**src/rtl/usb_reg_fe_pkg.sv**
```systemverilog
// Shared types and constants for the wide USB register frontend.
package usb_reg_fe_pkg;

    // Read-side controller states.
    typedef enum logic [0:0] {
        IDLE    = 1'b0,
        RD_WAIT = 1'b1
    } rd_state_t;

    // Byte returned for every lane of a read that timed out.
    localparam logic [7:0] ABORT_BYTE = 8'hEE;

    // Number of address bits that select a byte lane inside a register word.
    function automatic int lane_bits(input int word_bytes);
        return $clog2(word_bytes);
    endfunction

endpackage

```
**src/rtl/usb_reg_fe_wide_strobe_sync.sv**
```systemverilog
// Registers one active-low host strobe together with chip enable and
// produces a single-cycle pulse on the qualified falling edge.
module usb_strobe_sync (
    input  logic usb_clk,
    input  logic rst,
    input  logic strobe_n,
    input  logic cen_n,
    output logic strobe_n_r,
    output logic event_pulse
);

    logic strobe_n_rr;
    logic cen_n_r;

    // Two-stage strobe history plus one stage of chip enable; idle level is high.
    always_ff @(posedge usb_clk) begin
        // NOTE: non-blocking assignments keep every flop sampling the pre-edge
        // value, so strobe_n_rr really is one cycle older than strobe_n_r.
        if (rst) begin
            strobe_n_r  <= 1'b1;
            strobe_n_rr <= 1'b1;
            cen_n_r     <= 1'b1;
        end else begin
            strobe_n_r  <= strobe_n;
            strobe_n_rr <= strobe_n_r;
            cen_n_r     <= cen_n;
        end
    end

    // One pulse per strobe, however long the host holds it low.
    assign event_pulse = ~cen_n_r & ~strobe_n_r & strobe_n_rr;

endmodule

```
**src/rtl/usb_reg_fe_wide.sv**
```systemverilog
// Wide USB register frontend: assembles byte-serial host writes into
// register words with byte strobes, and serves byte reads from a cached
// register word fetched over a req/ack handshake.
module usb_reg_fe_wide
    import usb_reg_fe_pkg::*;
#(
    parameter int pADDR_WIDTH    = 21,
    parameter int pBYTECNT_SIZE  = 7,
    parameter int pWORD_BYTES    = 4,
    parameter int pREG_RDDLY_LEN = 3,
    parameter int pRD_TIMEOUT    = 255
) (
    input  logic                                                usb_clk,
    input  logic                                                rst,
    input  logic [7:0]                                          usb_din,
    output logic [7:0]                                          usb_dout,
    output logic                                                usb_isout,
    input  logic [pADDR_WIDTH-1:0]                              usb_addr,
    input  logic                                                usb_rdn,
    input  logic                                                usb_wrn,
    input  logic                                                usb_cen,
    output logic [pADDR_WIDTH-pBYTECNT_SIZE-1:0]                reg_address,
    output logic [pBYTECNT_SIZE-$clog2(pWORD_BYTES)-1:0]        reg_word_idx,
    output logic [8*pWORD_BYTES-1:0]                            reg_wdata,
    output logic [pWORD_BYTES-1:0]                              reg_wstrb,
    output logic                                                reg_write,
    output logic                                                reg_rd_req,
    input  logic                                                reg_rd_ack,
    input  logic [8*pWORD_BYTES-1:0]                            reg_rdata,
    output logic                                                err_abort
);

    localparam int LANE_BITS = lane_bits(pWORD_BYTES);
    localparam int LW        = (LANE_BITS > 0) ? LANE_BITS : 1;
    localparam int IDX_W     = pBYTECNT_SIZE - LANE_BITS;
    localparam int KEY_W     = pADDR_WIDTH - LANE_BITS;
    localparam int TCNT_W    = $clog2(pRD_TIMEOUT + 1);
    localparam logic [LW-1:0]     LAST_LANE = LW'(pWORD_BYTES - 1);
    localparam logic [TCNT_W-1:0] TCNT_LAST = TCNT_W'(pRD_TIMEOUT - 1);

    // ------------------------------------------------------------------
    // Host input stage
    // ------------------------------------------------------------------
    logic [pADDR_WIDTH-1:0] addr_r;
    logic [7:0]             din_r;
    logic                   rdn_r;
    logic                   unused_wrn_r;
    logic                   wr_ev;
    logic                   rd_ev;

    // Address and write data registered once, aligned with the strobe events.
    always_ff @(posedge usb_clk) begin
        if (rst) begin
            addr_r <= '0;
            din_r  <= '0;
        end else begin
            addr_r <= usb_addr;
            din_r  <= usb_din;
        end
    end

    usb_strobe_sync u_wr_sync (
        .usb_clk     (usb_clk),
        .rst         (rst),
        .strobe_n    (usb_wrn),
        .cen_n       (usb_cen),
        .strobe_n_r  (unused_wrn_r),
        .event_pulse (wr_ev)
    );

    usb_strobe_sync u_rd_sync (
        .usb_clk     (usb_clk),
        .rst         (rst),
        .strobe_n    (usb_rdn),
        .cen_n       (usb_cen),
        .strobe_n_r  (rdn_r),
        .event_pulse (rd_ev)
    );

    // Lane selects the byte inside a word; key identifies the word itself.
    logic [LW-1:0]          lane;
    logic [KEY_W-1:0]       key;
    logic [pWORD_BYTES-1:0] lane_onehot;

    assign lane        = (LANE_BITS > 0) ? addr_r[LW-1:0] : '0;
    assign key         = addr_r[pADDR_WIDTH-1:LANE_BITS];
    assign lane_onehot = pWORD_BYTES'(1) << lane;

    // ------------------------------------------------------------------
    // Write assembly
    // ------------------------------------------------------------------
    logic [pWORD_BYTES-1:0][7:0] shadow;
    logic [pWORD_BYTES-1:0][7:0] shadow_new;
    logic [pWORD_BYTES-1:0]      wstrb_acc;
    logic [KEY_W-1:0]            wkey;
    logic [KEY_W-1:0]            commit_key;
    logic                        pend_commit;
    logic                        key_switch;
    logic                        commit_now;

    // Shadow word with the incoming byte merged into its lane.
    always_comb begin
        // NOTE: full default first so no path through this block leaves a bit
        // unassigned, which would otherwise infer a latch.
        shadow_new       = shadow;
        shadow_new[lane] = din_r;
    end

    // A pending partial word is flushed when the host moves to another word.
    assign key_switch = wr_ev & (|wstrb_acc) & (key != wkey);

    // Edge at which reg_write will be raised; the read cache goes stale here.
    assign commit_now = pend_commit | (wr_ev & (key_switch | (lane == LAST_LANE)));

    // Byte accumulation, strobe tracking and commit pulse generation.
    always_ff @(posedge usb_clk) begin
        // NOTE: the shadow word is only a handful of flops, so it is reset too;
        // partial commits then never expose undefined bytes in unwritten lanes.
        if (rst) begin
            shadow      <= '0;
            wstrb_acc   <= '0;
            wkey        <= '0;
            pend_commit <= 1'b0;
            reg_write   <= 1'b0;
            reg_wdata   <= '0;
            reg_wstrb   <= '0;
            commit_key  <= '0;
        end else begin
            reg_write   <= 1'b0;
            pend_commit <= 1'b0;
            if (pend_commit) begin
                // Deferred commit of a new word whose first byte completed it.
                // Strobe events are at least two cycles apart, so no event
                // can coincide with this slot.
                reg_write  <= 1'b1;
                reg_wdata  <= shadow;
                reg_wstrb  <= wstrb_acc;
                commit_key <= wkey;
                wstrb_acc  <= '0;
            end else if (wr_ev) begin
                shadow <= shadow_new;
                wkey   <= key;
                if (key_switch) begin
                    // Old partial word goes out now; the new byte starts the next word.
                    reg_write   <= 1'b1;
                    reg_wdata   <= shadow;
                    reg_wstrb   <= wstrb_acc;
                    commit_key  <= wkey;
                    wstrb_acc   <= lane_onehot;
                    pend_commit <= (lane == LAST_LANE);
                end else if (lane == LAST_LANE) begin
                    reg_write  <= 1'b1;
                    reg_wdata  <= shadow_new;
                    reg_wstrb  <= wstrb_acc | lane_onehot;
                    commit_key <= key;
                    wstrb_acc  <= '0;
                end else begin
                    wstrb_acc <= wstrb_acc | lane_onehot;
                end
            end
        end
    end

    // ------------------------------------------------------------------
    // Read controller
    // ------------------------------------------------------------------
    rd_state_t                   state;
    rd_state_t                   state_nxt;
    logic                        rd_start;
    logic                        rd_done;
    logic                        rd_abort;
    logic                        rd_miss;
    logic [TCNT_W-1:0]           tcnt;
    logic [KEY_W-1:0]            rd_key;
    logic [pWORD_BYTES-1:0][7:0] cache_data;
    logic [KEY_W-1:0]            cache_key;
    logic                        cache_valid;
    logic [pREG_RDDLY_LEN-1:0]   isoutreg;

    // Lane 0 always refetches so a fresh multi-byte read sees current data.
    assign rd_miss = (lane == '0) | ~cache_valid | (key != cache_key);

    // State register.
    always_ff @(posedge usb_clk) begin
        if (rst) begin
            state <= IDLE;
        end else begin
            state <= state_nxt;
        end
    end

    // Next-state and per-cycle control decode.
    always_comb begin
        state_nxt = state;
        rd_start  = 1'b0;
        rd_done   = 1'b0;
        rd_abort  = 1'b0;
        case (state)
            IDLE: begin
                if (rd_ev && rd_miss) begin
                    rd_start  = 1'b1;
                    state_nxt = RD_WAIT;
                end
            end
            RD_WAIT: begin
                if (reg_rd_ack) begin
                    rd_done   = 1'b1;
                    state_nxt = IDLE;
                end else if (tcnt == TCNT_LAST) begin
                    rd_abort  = 1'b1;
                    state_nxt = IDLE;
                end
            end
            default: state_nxt = IDLE;
        endcase
    end

    // Request key, timeout counter, cache fill and host read data.
    always_ff @(posedge usb_clk) begin
        if (rst) begin
            tcnt        <= '0;
            rd_key      <= '0;
            cache_data  <= '0;
            cache_key   <= '0;
            cache_valid <= 1'b0;
            err_abort   <= 1'b0;
            usb_dout    <= '0;
            isoutreg    <= '0;
        end else begin
            err_abort <= rd_abort;

            if (rd_start) begin
                rd_key <= key;
                tcnt   <= '0;
            end else if (state == RD_WAIT) begin
                tcnt <= (rd_done | rd_abort) ? '0 : tcnt + 1'b1;
            end

            if (rd_done) begin
                cache_data <= reg_rdata;
                cache_key  <= rd_key;
            end else if (rd_abort) begin
                cache_data <= {pWORD_BYTES{ABORT_BYTE}};
                cache_key  <= rd_key;
            end

            // A commit on the same edge wins: the fetched word may be stale.
            if (commit_now) begin
                cache_valid <= 1'b0;
            end else if (rd_done | rd_abort) begin
                cache_valid <= 1'b1;
            end

            usb_dout <= cache_data[lane];
            isoutreg <= {isoutreg[pREG_RDDLY_LEN-2:0], ~rdn_r};
        end
    end

    // Bus turnaround: keep driving for a few cycles after the read strobe.
    assign usb_isout = ~rdn_r | (|isoutreg);

    assign reg_rd_req = (state == RD_WAIT);

    // The register select follows the commit during a write pulse and the
    // outstanding read otherwise.
    logic [KEY_W-1:0] sel_key;
    assign sel_key      = reg_write ? commit_key : rd_key;
    assign reg_address  = sel_key[KEY_W-1:IDX_W];
    assign reg_word_idx = sel_key[IDX_W-1:0];

endmodule

```
**config.mk**
```make
export PLATFORM = sky130hd
export DESIGN_NAME = usb_reg_fe_wide
export DESIGN_NICKNAME = d
export VERILOG_FILES = /design/src/rtl/usb_reg_fe_pkg.sv /design/src/rtl/usb_reg_fe_wide_strobe_sync.sv /design/src/rtl/usb_reg_fe_wide.sv
export SDC_FILE = /design/constraint.sdc
export NUM_CORES = 1
export LEC_CHECK = 0
export ABC_AREA = 1
export ABC_CLOCK_PERIOD_IN_PS = 3300
export CELL_PAD_IN_SITES_DETAIL_PLACEMENT = 0
export CELL_PAD_IN_SITES_GLOBAL_PLACEMENT = 1
export CORE_UTILIZATION = 49
export DETAILED_ROUTE_END_ITERATION = 7
export DONT_BUFFER_PORTS = 1
export PLACE_DENSITY_LB_ADDON = 0.1
export SLEW_MARGIN = 10
export SYNTH_ARGS = -nofsm -noshare
export SYNTH_HDL_FRONTEND = slang
export SYNTH_SLANG_ARGS = --single-unit
```
**constraint.sdc**
```tcl
create_clock -name usb_clk -period 3.3 [get_ports usb_clk]
set_input_delay 0.495 -clock usb_clk [delete_from_list [all_inputs] [get_ports usb_clk]]
set_output_delay 0.495 -clock usb_clk [all_outputs]
set_load 0.005 [all_outputs]
```
### Word-level counts from Yosys, hierarchy flattened

Cells that the tools add are included.

* register bits: 238
* latch bits: 0
* memory bits (writable): 0
* ROM bits: 0
* logic and storage cells: 113
* memories: 0

* $add $sub $neg: 1
* multipliers: 0
* divide/modulo/power cells: 0
* magnitude comparators: 2
* eq/ne operators: 4
* shift operators: 1
* multiplexer cells: 39
* bitwise logic cells: 22
* reductions and logical operators: 14

Operators by type and width (number)
* $mux W32: 6
* $mux W19: 7
* $ne A19 B19 Y1: 2
* $bwmux W32: 1
* $mux W4: 6
* $mux W8: 3
* $bmux W8 S2: 1
* $demux W8 S2: 1
* $mux W1: 13
* $add A8 B1 Y8 const B: 1
* $eq A8 B8 Y1 const B: 1
* $not A1 Y1: 8
* $reduce_or A4 Y1: 2
* $and A1 B1 Y1: 7
* $or A1 B1 Y1: 6
* $reduce_or A2 Y1: 3
* $or A4 B4 Y4: 1
* $reduce_and A2 Y1: 2
* $reduce_bool A2 Y1: 2
* $shl A1 B2 Y4 const A: 1
* $lt A2 B3 Y1 const B: 1
* $reduce_bool A3 Y1: 1
* $reduce_or A3 Y1: 1
* $eq A2 B2 Y1 const B: 1
* 4 further kinds: 5

### Logic depth before layout (Yosys ltp)

Gate-level depths: netlist (run 1).

* depth after elaboration: 9
* depth in mapped cells: 14
* gate-level depth less buffers: 13

### Modules after synthesis

From an unflattened synthesis (run 1), not the netlist that was laid out.

* cells, all modules: 1427
* area, all modules: 10187.3 um^2

Modules (own cells, without submodules)
* usb_reg_fe_wide: instances 1, cells an instance 1409, area each 10007.1 um^2, seq. area each 4664.5 um^2
* usb_strobe_sync: instances 2, cells an instance 9, area each 90.1 um^2, seq. area each 60.1 um^2

### Worst setup path before layout (run 1)

Ideal clock, no wire load.

* path kind: reg2reg
* start point: register tcnt[0]
* end point: register cache_key[0]
* arrival: 1446 ps
* path slack: 1726 ps
* cell stages (with the launch flop): 9
* buffers on the path: 1
* period minus slack after synthesis: 1574 ps
* cell sequence: dfxtp_1 > inv_1 > ha_1 > nand3_1 > nor4_1 > nand2_1 > nand2_2 > buf_1 > a21oi_1

* word-level cells in the longest chain between the ends: 5

RTL lines
* start, declared: line usb_reg_fe_wide.sv:173 `logic [TCNT_W-1:0] tcnt;`
* start signal, assigned: line usb_reg_fe_wide.sv:236 `tcnt <= (rd_done | rd_abort) ? '0 : tcnt + 1'b1;`
* $eq A8 B8 Y1: line usb_reg_fe_wide.sv:209 `end else if (tcnt == TCNT_LAST) begin`
* $mux W1: line usb_reg_fe_wide.sv:209
* $mux W1: line usb_reg_fe_wide.sv:206 `if (reg_rd_ack) begin`
* $mux W1: line usb_reg_fe_wide.sv:198 `case (state)`
* $reduce_bool A2 Y1 (no source line)
* end signal, assigned: line usb_reg_fe_wide.sv:241 `cache_key <= rd_key;`
* end signal, assigned: line usb_reg_fe_wide.sv:244 `cache_key <= rd_key;`
* end, declared: line usb_reg_fe_wide.sv:176 `logic [KEY_W-1:0] cache_key;`

Every way passes these cells.
A chain may end at the register's enable or synchronous reset.

### Worst setup path in the final report (run 1)

* start point: register addr_r[10]
* end point: register commit_key[5]

* word-level cells in the longest chain between the ends: 5
* elaborated cells between the ends (all ways): 7
* classes of those cells: eq/ne (1); mux (3); bitwise (1); reduce/logical (2)

RTL lines
* start, declared: line usb_reg_fe_wide.sv:44 `logic [pADDR_WIDTH-1:0] addr_r;`
* start signal, assigned: line usb_reg_fe_wide.sv:57 `addr_r <= usb_addr;`
* $ne A19 B19 Y1 (*): line usb_reg_fe_wide.sv:110 `assign key_switch = wr_ev & (|wstrb_acc) & (key != wkey);`
* $and A1 B1 Y1 (*): line usb_reg_fe_wide.sv:110
* $mux W19: line usb_reg_fe_wide.sv:143 `if (key_switch) begin`
* $mux W19: line usb_reg_fe_wide.sv:140 `end else if (wr_ev) begin`
* $mux W19: line usb_reg_fe_wide.sv:131 `if (pend_commit) begin`
* end signal, assigned: line usb_reg_fe_wide.sv:138 `commit_key <= wkey;`
* end signal, assigned: line usb_reg_fe_wide.sv:148 `commit_key <= wkey;`
* end signal, assigned: line usb_reg_fe_wide.sv:155 `commit_key <= key;`
* end, declared: line usb_reg_fe_wide.sv:96 `logic [KEY_W-1:0] commit_key;`

Every way passes the cells marked *; elsewhere a longest branch is shown, timed or not. The select of a mux whose other input is x is not followed.

==> results.toml, run 1 <==
[outcome]
status = "finished clean"

[synthesis]
synth_top_area_frac = 0.476
yosys.area.top_type = "dfxtp_1"
synthFlopType = "dfxtp_1"
synth_edf_count = 0
synth_most_common_cell = "nand2_1"
synth_nets = 1493
yosys-top-cells-area = "dfxtp_1 48%, nand2_1 16%, o21ai_0 7.2%, nand3_1 4.8%, inv_1 4.6%"
yosys.cell_types.count = 30
postSynth.asyncResetShare = 0
syn_area_um2 = 10000
avgSynthCellArea_um2 = 7.04
synth_common_cells = "437 x nand2_1, 238 x dfxtp_1, 144 x o21ai_0"
ys_ff_latch = 238
seq_area_frac_synth = 0.476
ys_warn_count = 0
postSynthCellCount = 1424

[final_layout]
final_area_um2 = 11100
utilization = 0.561
drive_gt1_frac = 0.0680
fill_cells = 1952
nets = 1462
antenna_cells = 0
area_growth_pct = 10.7

[detailed_routing]
vias = 8617
drc = 0
ant_nets = 0
avgViaCountPerCell = 5.14
wire_per_inst_um = 15.1
drt-initial-drc-count = 615
wl_um = 25400
drt_first_pass_iters = 6

[clock_tree]
htree_levels = 1
cts.sinks = 238
clockRootBuffer = "clkbuf_16"
numCtsBuffers = 26
clkTransAtPathRegs_ns = 0.06
clock_latency_ns = 0.53
ctsHoldBuffers = 0
ctsResizeCount = 0
cts_tree = "built"
clock_path_buffers = 3
post-cts-setup-buffers = 0

[pwr]
cellLeakagePower_nw = 4.75
vdd_drop_max_mv = 0.497
powerDensity_nw_per_um2 = 573

[setup_path]
worstPathMaxFanout = 41
start_kind = "flip-flop"
cp.arrival_ns = 2.88
endpoint_kind = "flip-flop"
required_ns = 3.77
critical_path_class = "flip-flop to flip-flop"

[timing]
fin_crit_ns = 2.41
setup_violations = 0
finalCritPeriodShare = 0.730
worstMarginPinSlew_ns = 0.575
fin_skew_ns = 0.0122
slew-limit-headroom = 0.616
rsz0062_at_grt = "false"
setup_tns_ns = 0
finalHoldViolCount = 0
slew_violations = 0
fmax_mhz = 415
fin_ws_ns = 0.892

[placed_design]
globalplace.congestion = 0.778
io_buffers = 0
dpl-instance-area_um2 = 10200
dp_slack_ns = 0.972
hpwlAfterDp_um = 16200

[global_route]
antenna_found_initial = 0
grt_pass1_wl_um = 41300
overflow = 0
grt_max_degree = 78
grt_pass1_vias = 7791
grt_usage = 0.239

[die]
die_w_um = 145
core_um2 = 19800
rows = 51
io_pins = 134
die_height_um = 145
die-area_um2 = 21000
start_util = 0.506

[run]
drv_cap = 0

[min_path]
holdCritPathClass = "primary input to flip-flop"
## worst max-delay path: stages, from the launching register on
cell and delay, ns:
dfxtp_1 0.44, inv_2 0.04, nand2_1 0.05, nand2_1 0.05, nor2_1 0.16, nand2_1 0.07, nor2_1 0.16, nand3_1 0.13
nand2_2 0.33, nand2_1 0.15, nor2_4 0.11, buf_4 0.43, nand2_1 0.12, nand2_1 0.08
## placed cells by master, fill, tap and decap left out, types with 4 or more instances in the layout
cell type / netlist / final
nand2_1: 437 / 436
dfxtp_1: 238 / 238
o21ai_0: 144 / 144
inv_1: 124 / 123
nor2_1: 111 / 111
nand3_1: 97 / 97
a21oi_1: 90 / 90
clkbuf_16: 0 / 27
buf_4: 5 / 23
xnor2_1: 17 / 17
inv_2: 12 / 14
o221ai_1: 12 / 12
or2_2: 10 / 10
a22oi_1: 8 / 8
a31oi_1: 8 / 8
xor2_1: 7 / 7
nor3_1: 7 / 7
clkinv_2: 0 / 6
clkbuf_8: 0 / 6
nand2_2: 3 / 4
nor4_1: 4 / 4
bufinv_16: 0 / 4
## layout make-up
class                   instances  area (um^2)  area share
clock buffers                  36          769      0.0694
clock inverters                10          150      0.0135
inverters                     138          518      0.0467
multi-input cells             965         4370       0.394
flip-flops and latches        238         4760       0.429
well taps                     265          332      0.0299
repair buffers                 24          193      0.0174
## metal layers
metal / wire length, um / global-route usage / vias up
met3: 1620 / 0.0491 / 31
met5: 0 / 0 / -
met2: 10800 / 0.362 / 218
met4: 447 / 0.0511 / 0
met1: 12400 / 0.347 / 3909
li1: - / - / 4459
## where the power goes
part | total [mW] | switching (mW) | internal (mW)
logic | 0.292 | 0.193 | 0.0993
registers | 2.98 | 0.0492 | 2.93
clock network | 3.09 | 1.16 | 1.93
## cell families (layout without fill, tap and decap cells)
family	Yosys count	in the layout	synth area share
adder cells (fa/ha/maj)	2	2	0.00250
AND/OR/NAND/NOR	673	673	0.270
flip-flops	238	238	0.476
buffers and inverters	221	208	0.0892
XOR/XNOR	24	24	0.0210
AO/OA/AOI/OAI	266	266	0.141
## worst paths after layout
kind	from	to	slack, ns	cells past startpoint
worst max-delay path	addr_r[10]	commit_key[5]	0.89	13
worst min-delay path	rst	reg_rd_req	0.04	1
worst max register to register	addr_r[10]	commit_key[5]	0.89	13
worst min register to register	isoutreg[1]	isoutreg[2]	0.43	2
## through the flow
stage	instances	power, mW	hold slack [ns]
final	1676	6.36	0.0385
after global routing	1676	6.58	0.0185
after CTS	1676	6.41	0.0202
after detailed placement	1630	3.33	0.423
after global placement	1630	3.33	0.413
after floorplan	1424	3.26	0.403
## state kept, by name (all words and copies together), names as in the netlist, 2 cells and up, named ones only
name	flops
addr_r	21
cache_data	32
cache_key	19
commit_key	19
din_r	8
isoutreg	3
rd_key	19
reg_wdata	32
reg_wstrb	4
shadow	32
tcnt	8
usb_dout	8
wkey	19
wstrb_acc	2
No activity file was read; power rests on OpenSTA's default activity.
==> run 2, diff against run 1 <==
--- a/config.mk
+++ b/config.mk
@@ -6,10 +6,10 @@
 export NUM_CORES = 1
 export LEC_CHECK = 0
 export ABC_AREA = 1
-export ABC_CLOCK_PERIOD_IN_PS = 3300
+export ABC_CLOCK_PERIOD_IN_PS = 2100
 export CELL_PAD_IN_SITES_DETAIL_PLACEMENT = 0
 export CELL_PAD_IN_SITES_GLOBAL_PLACEMENT = 1
-export CORE_UTILIZATION = 49
+export CORE_UTILIZATION = 41
 export DETAILED_ROUTE_END_ITERATION = 7
 export DONT_BUFFER_PORTS = 1
 export PLACE_DENSITY_LB_ADDON = 0.1
==> constraint.sdc (replaced) <==
create_clock -name usb_clk -period 2.1 [get_ports usb_clk]
set_input_delay 0.315 -clock usb_clk [delete_from_list [all_inputs] [get_ports usb_clk]]
set_output_delay 0.315 -clock usb_clk [all_outputs]
set_load 0.005 [all_outputs]
==> results.toml, run 2 (synthesized netlist as in run 1, its figures left out) <==
[setup_path]
start_kind = "flip-flop"
crit_chain = "inv_2 > nand2_1 > nand2_1 > nor2_2 > nand2_1 > nor2_2 > nand3_2 > nand2_4 > buf_4 > nand3_1 > nand2_1 > nand2_1 > nand2_1"
worstPathMaxFanout = 19
required_ns = 2.57
worst-path-buf-inv = 2
critical_path_class = "flip-flop to flip-flop"
cp.arrival_ns = 2.36
cpLargestDelayFamily = "simple AND/OR/NAND/NOR gates"
cp_slowest_cell = "dfxtp_2"
cpMostUsedCell = "nand2_1"
endpoint_kind = "flip-flop"
max_stage_delay_ns = 0.36

[timing]
slew-limit-headroom = 0.632
setup_violations = 0
fin_skew_ns = 0.00798
fmax_mhz = 529
finalCritPeriodShare = 0.901
setup_tns_ns = 0
finalHoldViolCount = 0
fin_crit_ns = 1.89
rsz0062_at_grt = "false"
worstMarginPinSlew_ns = 0.546
slew_violations = 0

[clock_tree]
clockRootBuffer = "clkbuf_16"
numCtsBuffers = 27
clock_latency_ns = 0.53
clkTransAtPathRegs_ns = 0.06
clock_path_buffers = 3
htree_levels = 1
cts.sinks = 238
cts_tree = "built"

[die]
die-area_um2 = 25100
core_um2 = 23700
start_util = 0.423
die_height_um = 158
rows = 56
die_w_um = 158
io_pins = 134

[placed_design]
hpwlAfterDp_um = 17100
io_buffers = 0
globalplace.congestion = 0.794

[pwr]
cellLeakagePower_nw = 5.14
powerDensity_nw_per_um2 = 830
vdd_drop_max_mv = 0.700
p_total_mw = 10.0

[detailed_routing]
drc = 0
drt-initial-drc-count = 509
wl_um = 27800
avgViaCountPerCell = 4.92
ant_nets = 0
wire_per_inst_um = 15.4
vias = 8905
drt_first_pass_iters = 5

[global_route]
overflow = 0
grt_pass1_vias = 8575
grt_pass1_wl_um = 44800
grt_usage = 0.226
antenna_found_initial = 0
grt_max_degree = 77

[final_layout]
drive_gt1_frac = 0.0831
nets = 1541
reg_top3 = "cache_data x32, reg_wdata x32, shadow x32"
final_common_cell = "nand2_1"
seqCellArea_um2 = 4770
antenna_cells = 0
fill_cells = 2403
area_growth_pct = 20.5
multi_input_comb_area_um2 = 4400
final_cell_mix = "434 x nand2_1, 233 x dfxtp_1, 144 x o21ai_0"

[outcome]
status = "finished clean"

[run]
drv_cap = 0

[min_path]
holdCritPathClass = "primary input to flip-flop"
run 2: area by class of cell:
cell class	instances	area share
Sequential cell	238	0.395
Multi-Input combinational cell	965	0.364
Timing Repair Buffer	102	0.0889
Clock buffer	41	0.0694
Inverter	138	0.0431
Tap cell	319	0.0331
Clock inverter	8	0.00601
run 2: final timing paths:
kind,startpoint,end,slack [ns],depth (start not counted)
setup / recovery,addr_r[16],commit_key[14],0.21,13
hold / removal,rst,reg_wstrb[0],0.13,5
setup reg to reg,addr_r[16],commit_key[14],0.21,13
hold reg to reg,isoutreg[0],isoutreg[1],0.43,2
run 2: timing repair:
action                                  in CTS  in global routing
pin swaps                                    0                  3
resized for setup                            1                 16
endpoints found under the setup margin       2                 81
buffers inserted                             0                  0
hold endpoints to repair                   102                  0
hold buffers                                66                  0
run 2: power by group:
group	internal [mW]	total [mW]	switching, mW	leakage (nW)
sequential	4.61	4.68	0.0724	1.93
combinational	0.265	0.634	0.369	2.75
clock	2.86	4.71	1.85	0.458
run 2: worst register-to-register path: stages, from the launching register on:
cell	delay [ns]
dfxtp_2	0.36
inv_2	0.05
nand2_1	0.05
nand2_1	0.10
nor2_2	0.15
nand2_1	0.08
nor2_2	0.12
nand3_2	0.12
nand2_4	0.13
buf_4	0.30
nand3_1	0.11
nand2_1	0.13
nand2_1	0.07
nand2_1	0.06
run 2: stage by stage:
stage	cell area, um^2	std cells	util	worst slack (ns)	hold WS, ns
3_3_place_gp	10400	1696	0.441	0.0361	0.395
4_1_cts	12000	1811	0.508	0.0175	0.117
6_report	12100	1811	0.510	0.208	0.134
3_5_place_dp	10400	1696	0.441	0.0395	0.396
5_1_grt	12100	1811	0.510	0.00295	0.161
2_1_floorplan	10000	1424	-	0.526	0.399
run 2: layer usage:
metal / up-vias / wire length (um) / share of wire / GRT usage
met2: 202 / 12300 / 0.44 / 0.360
met3: 29 / 1530 / 0.055 / 0.0435
met1: 4056 / 13600 / 0.49 / 0.317
li1: 4618 / - / - / -
met5: - / 0 / 0 / 0
met4: 0 / 448 / 0.016 / 0.0453
==> run 3, diff against run 2 <==
--- a/config.mk
+++ b/config.mk
@@ -9,7 +9,8 @@
 export ABC_CLOCK_PERIOD_IN_PS = 2100
 export CELL_PAD_IN_SITES_DETAIL_PLACEMENT = 0
 export CELL_PAD_IN_SITES_GLOBAL_PLACEMENT = 1
-export CORE_UTILIZATION = 41
+export CORE_UTILIZATION = 43
+export CTS_BUF_LIST = sky130_fd_sc_hd__clkbuf_4
 export DETAILED_ROUTE_END_ITERATION = 7
 export DONT_BUFFER_PORTS = 1
 export PLACE_DENSITY_LB_ADDON = 0.1
==> results.toml, run 3 (synthesized netlist as in run 1, its figures left out) <==
[timing]
setup_tns_ns = 0
fin_skew_ns = 0.0242
finalHoldViolCount = 0
fmax_mhz = 519
finalCritPeriodShare = 0.917
rsz0062_at_grt = "false"
worstMarginPinSlew_ns = 0.581
setup_violations = 0
fin_crit_ns = 1.93
slew-limit-headroom = 0.612
slew_violations = 0

[placed_design]
globalplace.congestion = 0.799
hpwlAfterDp_um = 17100
dpl-instance-area_um2 = 10400
io_buffers = 0

[detailed_routing]
wire_per_inst_um = 14.9
wl_met1_um = 13300
drt-initial-drc-count = 424
top_layer_used = "met4"
met2_length_um = 12200
vias = 9197
wl_um = 27900
wl_met3_um = 1780
ant_nets = 0
drt_first_pass_iters = 6
drc = 0
avgViaCountPerCell = 4.92

[global_route]
antenna_found_initial = 1
grt_max_degree = 77
grt_usage = 0.237
grt_pass1_vias = 8646
grt_pass1_wl_um = 45100
overflow = 0

[die]
die_w_um = 155
rows = 55
die-area_um2 = 23900
core_um2 = 22800
io_pins = 134
start_util = 0.440
die_height_um = 155

[final_layout]
fill_cells = 2359
seqCellArea_um2 = 4770
reg_top3 = "cache_data x32, reg_wdata x32, shadow x32"
final_common_cell = "nand2_1"
final_area_um2 = 11900
area_growth_pct = 18.9
nets = 1582
multi_input_comb_area_um2 = 4380
final_cell_mix = "436 x nand2_1, 232 x dfxtp_1, 144 x o21ai_0"
drive_gt1_frac = 0.111
utilization = 0.523

[setup_path]
required_ns = 2.63
start_kind = "flip-flop"
rrSetupSlack_ns = 0.17
crit_chain = "or2_2 > a21oi_1 > nand2_1 > nor2_1 > nand3_1 > nand2_1 > inv_2 > nor2_1 > nor2_1"
cp_slowest_cell = "dfxtp_1"
critical_path_class = "flip-flop to flip-flop"
cpMostUsedCell = "nor2_1"
cpLargestDelayFamily = "simple AND/OR/NAND/NOR gates"
max_stage_delay_ns = 0.33
reg2reg_from = "cache_key[5]"
cp.arrival_ns = 2.46
worst-path-buf-inv = 1
endpoint_kind = "flip-flop"
rr_worst_depth = 9
worstPathMaxFanout = 19
r2r_end = "rd_key[7]"

[min_path]
holdPathEnd = "rd_key[15]"
holdCritPathClass = "primary input to flip-flop"
whs_path_depth = 3
min_from = "rst"

[clock_tree]
clock_path_buffers = 3
clock_latency_ns = 0.65
cts_tree = "built"
clkTransAtPathRegs_ns = 0.06
clockRootBuffer = "clkbuf_4"
cts.sinks = 238
htree_levels = 3
numCtsBuffers = 66

[pwr]
switchingPower_mw = 2.34
p_comb_frac = 0.066
power_frac_seq = 0.497
p_int_mw = 7.09
powerDensity_nw_per_um2 = 791
p_clk_frac = 0.437
switching_share = 0.248
vdd_drop_max_mv = 0.485
cellLeakagePower_nw = 5.15

[run]
drv_cap = 0

[outcome]
status = "finished clean"
## run 3: how the worst max path moves through the flow
stage / start / depth (start not counted) / to
6_report: cache_key[5] / 9 / rd_key[7]
5_1_grt: tcnt[0] / 10 / cache_data[4]
4_1_cts: addr_r[13] / 14 / reg_wdata[6]
3_5_place_dp: addr_r[13] / 14 / reg_wdata[6]
3_3_place_gp: addr_r[13] / 14 / reg_wdata[6]
2_1_floorplan: tcnt[0] / 8 / cache_key[0]
## run 3: final cells by class
cell class              instances  share of cell area
diodes                          1            0.000210
well taps                     313              0.0329
multi-input cells             965               0.368
flip-flops and latches        238               0.401
clock buffers                  90              0.0567
inverters                     138              0.0435
clock inverters                21              0.0110
repair buffers                104              0.0874
## run 3: timing repair
action,in CTS,in global routing
endpoints found under the setup margin,1,70
gates resized for setup,1,8
buffers inserted,0,0
pin swaps,0,0
hold endpoints to repair,105,0
hold buffers,67,0
## run 3: stage by stage
stage	power, mW	hold slack (ns)	setup slack [ns]	cells
6_report	9.43	0.0939	0.174	1870
5_1_grt	9.90	0.0593	0.0114	1870
4_1_cts	9.58	0.0406	0.0725	1869
3_5_place_dp	5.27	0.395	0.127	1691
3_3_place_gp	5.27	0.393	0.129	1691
2_1_floorplan	5.13	0.399	0.526	1424
## run 3: power by group through the flow
stage	clock, mW	combinational (mW)	sequential (mW)
after floorplan	0	0.366	4.76
after global placement	0	0.490	4.78
after detailed placement	0	0.489	4.78
after CTS	4.28	0.622	4.68
after global routing	4.51	0.698	4.69
final	4.12	0.622	4.68
## run 3: worst register-to-register path: cells and delay by family, from the launching register on
kind / cells / cell delay (ns)
AO/OA/AOI/OAI: 1 / 0.14
buffers and inverters: 1 / 0.23
flip-flops: 1 / 0.33
AND/OR/NAND/NOR: 7 / 1.11
## run 3: layer usage
| layer | track usage | vias up |
|---|---|---|
| met1 | 0.317 | 4125 |
| met2 | 0.367 | 280 |
| met3 | 0.0619 | 50 |
| met5 | 0 | - |
| met4 | 0.0839 | 0 |
| li1 | - | 4742 |
